`config.mk`:
```
export PLATFORM = sky130hd
export DESIGN_NAME = glitch_cmd_master
export DESIGN_NICKNAME = d
export VERILOG_FILES = /design/src/rtl/glitch_cmd_master.sv
export SDC_FILE = /design/constraint.sdc
export NUM_CORES = 1
export LEC_CHECK = 0
export CAP_MARGIN = 30
export CORE_MARGIN = 3
export CORE_UTILIZATION = 51
export DETAILED_ROUTE_END_ITERATION = 16
export MAX_ROUTING_LAYER = met4
export PLACE_DENSITY = 0.79
export SYNTH_ARGS = -nofsm -noshare
export SYNTH_HDL_FRONTEND = slang
export SYNTH_SLANG_ARGS = --single-unit
```
`constraint.sdc`:
```
create_clock -name clk -period 2.32 [get_ports clk]
set_input_delay 0.232 -clock clk [delete_from_list [all_inputs] [get_ports clk]]
set_output_delay 0.232 -clock clk [all_outputs]
set_load 0.01 [all_outputs]
```
`src/rtl/glitch_cmd_master.sv`:
```
// Host-side initiator for the glitcher's 3-byte UART command protocol.
// Serializes one request, waits for the single response byte and classifies it.
module glitch_cmd_master #(
   parameter int unsigned TIMEOUT_CYCLES = 1000000,
   parameter int unsigned CNT_W          = 24
) (
   input  logic       clk,
   input  logic       rst,
   input  logic       i_req_valid,
   output logic       o_req_ready,
   input  logic [7:0] i_cmd,
   input  logic [7:0] i_param,
   input  logic [7:0] i_data,
   output logic       tx_strobe,
   output logic [7:0] wr_byte,
   input  logic       tx_done,
   input  logic       rx_strobe,
   input  logic [7:0] rx_byte,
   output logic       o_rsp_valid,
   output logic [7:0] o_rsp_byte,
   output logic [1:0] o_rsp_status,
   output logic       o_busy,
   output logic       o_stray
);

   typedef enum logic [2:0] {
      S_IDLE,
      S_SEND,
      S_WAIT_DONE,
      S_WAIT_RSP,
      S_RESPOND
   } state_t;

   state_t           state, state_nx;
   logic [7:0]       cmd_q, param_q, data_q;
   logic [1:0]       idx_q, last_q;
   logic [CNT_W-1:0] cnt_q;
   logic             accept, timeout;
   logic [1:0]       cls_status;

   assign accept  = i_req_valid && (state == S_IDLE);
   assign timeout = (cnt_q == CNT_W'(TIMEOUT_CYCLES - 1));

   always_comb begin
      state_nx = state;
      case (state)
         S_IDLE:      if (accept) state_nx = S_SEND;
         S_SEND:      state_nx = S_WAIT_DONE;
         S_WAIT_DONE: if (tx_done) state_nx = (idx_q == last_q) ? S_WAIT_RSP : S_SEND;
         S_WAIT_RSP:  if (rx_strobe || timeout) state_nx = S_RESPOND;
         S_RESPOND:   state_nx = S_IDLE;
         default:     state_nx = S_IDLE;
      endcase
   end

   // READ/CHECKSTATE return data, so any byte is a valid payload for them.
   always_comb begin
      cls_status = 2'b11;
      case (cmd_q)
         8'h01, 8'h03, 8'h04, 8'h05: begin
            if (rx_byte == 8'hAA)      cls_status = 2'b00;
            else if (rx_byte == 8'hFF) cls_status = 2'b01;
            else                       cls_status = 2'b11;
         end
         8'h02, 8'h06: cls_status = 2'b00;
         default:      cls_status = (rx_byte == 8'hFF) ? 2'b01 : 2'b11;
      endcase
   end

   always_ff @(posedge clk or posedge rst) begin
      if (rst) begin
         state        <= S_IDLE;
         cmd_q        <= '0;
         param_q      <= '0;
         data_q       <= '0;
         idx_q        <= '0;
         last_q       <= '0;
         cnt_q        <= '0;
         o_rsp_byte   <= '0;
         o_rsp_status <= '0;
         o_stray      <= 1'b0;
      end else begin
         state <= state_nx;
         if (accept) begin
            cmd_q   <= i_cmd;
            param_q <= i_param;
            data_q  <= i_data;
            idx_q   <= '0;
            last_q  <= (i_cmd == 8'h02 || i_cmd == 8'h03) ? 2'd2 : 2'd0;
            o_stray <= 1'b0;
         end
         if (state == S_WAIT_DONE && tx_done && idx_q != last_q)
            idx_q <= idx_q + 2'd1;
         if (state == S_WAIT_RSP) cnt_q <= cnt_q + 1'b1;
         else                     cnt_q <= '0;
         if (state == S_WAIT_RSP) begin
            if (rx_strobe) begin
               o_rsp_byte   <= rx_byte;
               o_rsp_status <= cls_status;
            end else if (timeout) begin
               o_rsp_byte   <= '0;
               o_rsp_status <= 2'b10;
            end
         end
         // A stray byte on the accept cycle still counts, so set wins over clear.
         if (rx_strobe && state != S_WAIT_RSP) o_stray <= 1'b1;
      end
   end

   always_comb begin
      case (idx_q)
         2'd0:    wr_byte = cmd_q;
         2'd1:    wr_byte = param_q;
         default: wr_byte = data_q;
      endcase
   end

   assign o_req_ready = (state == S_IDLE);
   assign o_busy      = (state != S_IDLE);
   assign tx_strobe   = (state == S_SEND);
   assign o_rsp_valid = (state == S_RESPOND);

endmodule
```
==> metrics.yaml, run 1 <==
status: "completed"
clock_path_buffers: 2
fp.dieW_um: 83.3
use_met2: 0.339
route.detailed.drc: 0
power_density_mw_per_mm2: 1030
fin_ws_ns: 0.237
clk_pin_slew_ns: 0.07
numCtsBuffers: 9
gr-usage-met3: 0.0685
p_total_uw: 4060
hold_path_class: "in -> async"
clk_latency_ns: 0.34
grt.met1_usage: 0.276
critPathSlowestCell: "clkdlybuf4s50_1"
antenna_found_initial: 0
wl_per_cell_um: 14.8
start_util: 0.540
rsz0062_at_grt: "false"
syn_inst: 330
busiest_layer: "met2"
cp-startpoint: "state[2]"
diodes: 0
p_leak_uw: 0.00184
synthTopCellsByCount: "nand2_1, dfrtp_1, nor2_1"
grt_pass1_wl_mm: 11.8
drt_pass1_iterations: 4
ys.flop_type: "dfrtp_1"
crit_required_ns: 2.09
worstSetupEndpointType: "primary output"
cts_setup_buffers: 0
fin_crit_sh: 0.898
cap_violations: 0
hold_viol_final: 0
avgSynthCellArea_sq_um: 9.23
relSlewSlack: 0.507
ys_async_sr_fraction: 1.00
num_rows: 27
fin_util: 0.697
cts-htree-levels: 3
cp_num_buf_inv: 1
worstSetupPathType: "reg -> out"
drive_gt1_frac: 0.0707
ys_ff_latch: 65
netlist_area_sq_mm: 0.00305
rr_startpoint: "cnt_q[0]"
cts-root-buf: "clkbuf_8"
die_area_sq_mm: 0.00693
setup_viol: 0
first_iter_violations: 195
tns_ns: 0
ios: 60
clock_sinks: 65
drt-total-wl_mm: 6.93
via_per_inst: 5.42
synth_most_common_cell: "nand2_1"
overflow: 0
synth_top_area_frac: 0.534
finalMaxSlewViolations: 0
grt_max_degree: 66
ys_types: 44
io_buffers: 59
reg2regPathDepth: 6
area_growth_pct: 29.2
ys_warn_count: 0
peakVddDrop_mv: 0.718
gp_congestion: 0.808
fp.dieH_um: 83.3
grtUsageTotal: 0.217
vias: 2538
start_kind: "register"
final_cell_count_no_fill: 468
final.min_clock_period_ns: 2.08
worstMarginPinSlew_ns: 0.736
coreArea_sq_mm: 0.00564
synth_edf_count: 0
syn-num-nets: 370
synth_top_cell_by_area: "dfrtp_1"
fin_skew_ns: 0.00777
crit_path_max_incr_delay_ns: 0.62
placedCellCount: 452
timing.fmax_ghz: 0.480
place_ws_ns: 0.365
grt_pass1_vias: 2549
ant_nets: 0
hpwl_mm: 4.79
synth_area_leaders: "dfrtp_1, nand2_1, xnor2_1, a22o_1, nor2_1"
ys_seq_area_frac: 0.534
nets: 431
cp_max_fo: 7
cp.arrival_ns: 1.85
cp_top_family: "buffers and inverters"
crit_chain: "nor3_1 > clkdlybuf4s50_1"
tritoncts: "done"
crit_cells: 2
-- report_power, final --
part / switching (uW) / internal, uW
logic: 701 / 708
registers: 258 / 1450
clock network: 418 / 524
-- worst reg2reg max path, cell delays in order, from the launching register on --
cell     delay [ns]
dfrtp_1        0.38
ha_1           0.20
and3_1         0.21
nand4_1        0.39
nor4_1         0.45
xnor2_1        0.17
nor2_1         0.05
-- routing by layer --
| metal | share of wire | vias up |
|---|---|---|
| met5 | 0 | - |
| met3 | 0.046 | 8 |
| li1 | - | 1243 |
| met2 | 0.49 | 50 |
| met4 | 0.0082 | 0 |
| met1 | 0.45 | 1237 |
-- path summary, 6_finish.rpt --
kind | endpoint | slack [ns]
worst min-delay path | cmd_q[7] | 0.26
min in group clk | param_q[2] | 0.41
worst max register to register | cnt_q[18] | 0.36
worst max-delay path | o_req_ready | 0.24
max in group asynchronous | o_rsp_status[1] | 1.77
worst min register to register | data_q[2] | 0.48
-- repair_timing --
item                       4_1_cts  5_1_grt
hold buffers                     0        0
resized for setup                1       10
setup endpoints to repair        8        8
hold endpoints to repair         0        0
-- area by class of cell --
class | count | area, sq um
clock inverter | 3 | 40.0
tap | 72 | 90.1
sequential | 65 | 1630
multi-input combinational | 236 | 1310
timing repair buffer | 64 | 661
clock buffer | 13 | 149
inverter | 15 | 56.3
fill | 429 | 1710
-- cells in the final DEF (no fill, tap or decap), drive strengths merged, types with 5 or more instances in the layout --
| cell type | n |
|---|---|
| a22oi | 9 |
| or3 | 7 |
| nor4 | 8 |
| clkdlybuf4s50 | 51 |
| buf | 5 |
| a21oi | 8 |
| xnor2 | 14 |
| o21ai | 11 |
| nand3 | 8 |
| nand4 | 6 |
| nor3 | 7 |
| inv | 15 |
| dfrtp | 65 |
| clkbuf | 13 |
| nor2 | 20 |
| nand2 | 98 |
| dlymetal6s2s | 8 |
| a22o | 10 |
-- metrics by stage --
stage	instance area (sq um)	hold WS, ns
finish	3940	0.262
global route	3940	0.300
CTS	3900	0.274
detailed placement	3710	0.464
global placement	3710	0.459
floorplan	3050	0.337
-- logic make-up after synthesis --
group	Yosys count	share of synthesized area
mux	1	0.00329
simple gates	172	0.265
buf+inv	29	0.0398
xor+xnor	16	0.0460
flops	65	0.534
fa+ha+maj	3	0.0123
compound gates	44	0.0998
-- sequential cells by signal, summed over array words and instances (netlist names) --
register	cells
cmd_q	8
cnt_q	24
data_q	8
idx_q	2
last_q	1
o_rsp_byte	8
o_rsp_status	2
o_stray	1
param_q	8
state	3
Power figures use the tool's default switching activity.
==> run 2: changes to the inputs <==
- CORE_UTILIZATION: 51 -> 50
- CTS_CLUSTER_DIAMETER: default -> 50
- PLACE_DENSITY: 0.79 -> 0.78
==> metrics.yaml, run 2 (synthesis gave the netlist of run 1 again) <==
status: "completed"
numCtsBuffers: 9
die_area_sq_mm: 0.00706
finalMaxSlewViolations: 0
overflow: 0
postCtsHoldBufs: 0
fin_util: 0.684
fp.dieW_um: 84.0
wl_per_cell_um: 13.9
hold_path_class: "in -> async"
reg2regPathDepth: 6
relSlewSlack: 0.558
clock_path_buffers: 2
final_cell_count_no_fill: 467
cts-htree-levels: 3
timing.fmax_ghz: 0.449
grt_pass1_wl_mm: 11.3
crit_chain: "inv_1 > ha_2 > nor2_1 > buf_4 > nand2_1 > nand2_1 > clkdlybuf4s50_1"
critPathSlowestCell: "clkdlybuf4s50_1"
grt_pass1_vias: 2490
tns_ns: 0
cap_violations: 0
final.min_clock_period_ns: 2.23
largest_reg_flops: 24
start_util: 0.533
io_buffers: 59
cp.arrival_ns: 1.99
worstMarginPinSlew_ns: 0.660
layout_commonest_cell: "nand2_1"
num_rows: 27
drive_gt1_frac: 0.0709
clk_pin_slew_ns: 0.07
p_leak_uw: 0.00181
start_kind: "register"
fin_skew_ns: 0.0103
hold_viol_final: 0
worstSetupPathType: "reg -> out"
nets: 431
route.detailed.drc: 0
top_register: "cnt_q"
fp.dieH_um: 84.0
cts_setup_buffers: 0
coreArea_sq_mm: 0.00571
fin_crit_sh: 0.960
diodes: 0
clock_sinks: 65
cts-root-buf: "clkbuf_8"
grt_max_degree: 66
hpwl_mm: 4.59
vias: 2487
grtUsageTotal: 0.203
path_common_cell: "nand2_1"
worstSetupEndpointType: "primary output"
clk_latency_ns: 0.33
via_per_inst: 5.33
area_growth_pct: 28.3
drt_pass1_iterations: 5
tritoncts: "done"
ios: 60
gp_congestion: 0.841
antenna_found_initial: 0
placedCellCount: 452
crit_path_max_incr_delay_ns: 0.52
first_iter_violations: 200
setup_viol: 0
most-common-layout-cells: "nand2_1, dfrtp_1, clkdlybuf4s50_1, nor2_1"
power_density_mw_per_mm2: 996
crit_required_ns: 2.09
ant_nets: 0
peakVddDrop_mv: 0.679
cp_max_fo: 9
drt-total-wl_mm: 6.50
==> run 2: layout make-up <==
cell class,instances,area (sq um)
clock inverters,3,17.5
repair buffers,64,658
flip-flops and latches,65,1630
clock buffers,12,145
well taps,72,90.1
fillers,467,1800
inverters,15,56.3
multi-input cells,236,1310
==> run 2: path summary, 6_finish.rpt <==
path                           start          to  slack, ns
setup / recovery            idx_q[1]  wr_byte[1]       0.09
hold / removal                   rst    cnt_q[2]       0.25
setup reg to reg            cnt_q[0]   cnt_q[20]       0.29
hold reg to reg            data_q[2]   data_q[2]       0.48
max in group asynchronous        rst   last_q[1]       1.75
min in group clk           i_data[4]   data_q[4]       0.42
==> run 2: stage by stage <==
stage | setup WS (ns) | cell area [sq um] | total power (uW) | hold slack [ns]
3_5_place_dp | 0.312 | 3710 | 3120 | 0.467
5_1_grt | -0.00573 | 3910 | 4170 | 0.330
6_report | 0.0937 | 3910 | 3890 | 0.254
2_1_floorplan | 0.462 | 3050 | 2440 | 0.337
4_1_cts | 0.0365 | 3880 | 3940 | 0.302
3_3_place_gp | 0.411 | 3710 | 3090 | 0.458
==> run 2: worst max-delay path: cells and delay by family, from the launching register on <==
family                   cells  cell delay (ns)
AND/OR/NAND/NOR              3             0.25
adder cells (fa/ha/maj)      1             0.24
flip-flops                   1             0.39
buffers and inverters        3             0.79
==> run 2: repair_timing <==
action	in CTS	in global routing
endpoints found under the setup margin	8	8
resized for setup	2	8
gates cloned	0	0
pin swaps	0	0
==> run 2: power breakdown <==
part	switching (uW)	total (uW)	internal [uW]
Combinational	672	1380	709
Clock	407	815	408
Sequential	244	1700	1450
Total	1320	3890	2570
==> run 2: metal layers <==
layer	wire length, um	vias to the layer above	part of all wire	global-route usage
li1	-	1243	-	-
met3	382	12	0.059	0.0434
met2	3030	74	0.47	0.283
met4	105	0	0.016	0.0848
met5	0	-	0	-
met1	2980	1158	0.46	0.286
==> run 3: changes to the inputs <==
- CAP_MARGIN: 30 -> default
- SETUP_SLACK_MARGIN: default -> 0.3
==> metrics.yaml, run 3 (synthesis gave the netlist of run 1 again) <==
layout_commonest_cell: "nand2_1"
tns_ns: 0
rsz0062_at_grt: "false"
place_area_sq_mm: 0.00371
timing.fmax_ghz: 0.514
busiest_layer: "met2"
final_cell_count_no_fill: 471
tritoncts: "done"
placedCellCount: 452
cap_violations: 0
fin_skew_ns: 0.00827
numCtsBuffers: 9
vias: 2509
drive_gt1_frac: 0.100
grtUsageTotal: 0.203
overflow: 0
hpwl_mm: 4.59
status: "completed"
start_kind: "register"
num_rows: 27
ant_nets: 0
grt.met1_usage: 0.283
coreArea_sq_mm: 0.00571
setup_viol: 0
cp.arrival_ns: 1.71
nets: 435
peakVddDrop_mv: 0.659
hold_viol_final: 0
reg2regPathDepth: 5
wl_per_cell_um: 14.1
worstSetupPathType: "reg -> out"
crit_required_ns: 2.09
drt_pass1_iterations: 4
path_common_cell: "nand2_1"
power_density_mw_per_mm2: 989
clock_path_buffers: 2
fin_ws_ns: 0.374
final_area_sq_mm: 0.00393
grt_pass1_vias: 2506
start_util: 0.533
final.min_clock_period_ns: 1.95
via_per_inst: 5.33
relSlewSlack: 0.713
grt_max_degree: 66
cts-root-buf: "clkbuf_8"
clock_sinks: 65
clk_latency_ns: 0.33
worstMarginPinSlew_ns: 0.430
die_area_sq_mm: 0.00706
antenna_found_initial: 0
cp_max_fo: 9
diodes: 0
hold_path_class: "in -> async"
cts-htree-levels: 3
drt-total-wl_mm: 6.64
fp.dieH_um: 84.0
fin_crit_sh: 0.839
use_met2: 0.287
gp_congestion: 0.841
worstSetupEndpointType: "primary output"
fp.dieW_um: 84.0
critPathSlowestCell: "dfrtp_1"
crit_path_max_incr_delay_ns: 0.39
gr-usage-met3: 0.0434
first_iter_violations: 225
top_register: "cnt_q"
reg2reg_slack_ns: 0.45
place_ws_ns: 0.312
finalMaxSlewViolations: 0
fill_cells: 458
reg2reg_to: "o_rsp_status[0]"
crit_chain: "inv_1 > ha_4 > nor2_1 > buf_4 > nand2_1 > nand2_1 > dlygate4sd2_1"
ios: 60
route.detailed.drc: 0
postCtsHoldBufs: 0
grt_pass1_wl_mm: 11.3
p_leak_uw: 0.00176
timing.hold.ws_ns: 0.268
rr_startpoint: "cnt_q[13]"
area_growth_pct: 29.2
largest_reg_flops: 24
clk_pin_slew_ns: 0.07
io_buffers: 59
most-common-layout-cells: "nand2_1, dfrtp_1, clkdlybuf4s50_1, nor2_1"
## run 3: cell count changes in the layout (fill, tap and decap cells not counted), moves of 3 or more
cell and delta:
buf_4 +4, clkbuf_2 +4, clkdlybuf4s15_1 +3, dlymetal6s2s_1 -7
## run 3: report_power, final
group          internal [uW]  switching [uW]  leakage (uW)
clock                    408             409     0.0000822
sequential              1450             259      0.000843
combinational            678             683      0.000836
total                   2540            1350       0.00176
## run 3: cell type report
type                       count  area, sq um  area share
clock buffer                  12          145      0.0369
clock inverter                 3         17.5     0.00445
inverter                      15         56.3      0.0143
multi-input combinational    236         1350       0.343
sequential                    65         1630       0.414
tap                           72         90.1      0.0229
timing repair buffer          68          649       0.165
## run 3: critical path, delay by kind of cell, from the launching register on
| family | cells | cell delay [ns] |
|---|---|---|
| simple gates | 3 | 0.25 |
| flops | 1 | 0.39 |
| fa+ha+maj | 1 | 0.21 |
| buf+inv | 3 | 0.55 |
## run 3: repair_timing
action | 4_1_cts | 5_1_grt
cloned | 0 | 0
gates resized for setup | 12 | 17
setup endpoints to repair | 11 | 22
pin swaps | 0 | 1
buffers inserted | 0 | 4
## run 3: layer usage
metal	part of all wire	wire, um
met5	0	0
met4	0.017	114
met3	0.046	306
met2	0.47	3140
met1	0.46	3080
## run 3: metrics by stage
stage / util / total power, uW
floorplan: - / 2440
global placement: 0.650 / 3090
detailed placement: 0.650 / 3120
CTS: 0.680 / 3880
global route: 0.689 / 4170
finish: 0.689 / 3890
## run 3: how the worst max path moves through the flow
| stage | startpoint | endpoint | slack, ns | cells past startpoint |
|---|---|---|---|---|
| 6_report | idx_q[1] | wr_byte[2] | 0.37 | 7 |
| 5_1_grt | idx_q[0] | wr_byte[2] | 0.28 | 7 |
| 2_1_floorplan | rst | cmd_q[0] | 0.46 | 1 |
| 3_5_place_dp | cnt_q[0] | cnt_q[20] | 0.31 | 6 |
| 3_3_place_gp | idx_q[0] | wr_byte[7] | 0.41 | 7 |
| 4_1_cts | idx_q[0] | wr_byte[4] | 0.31 | 7 |
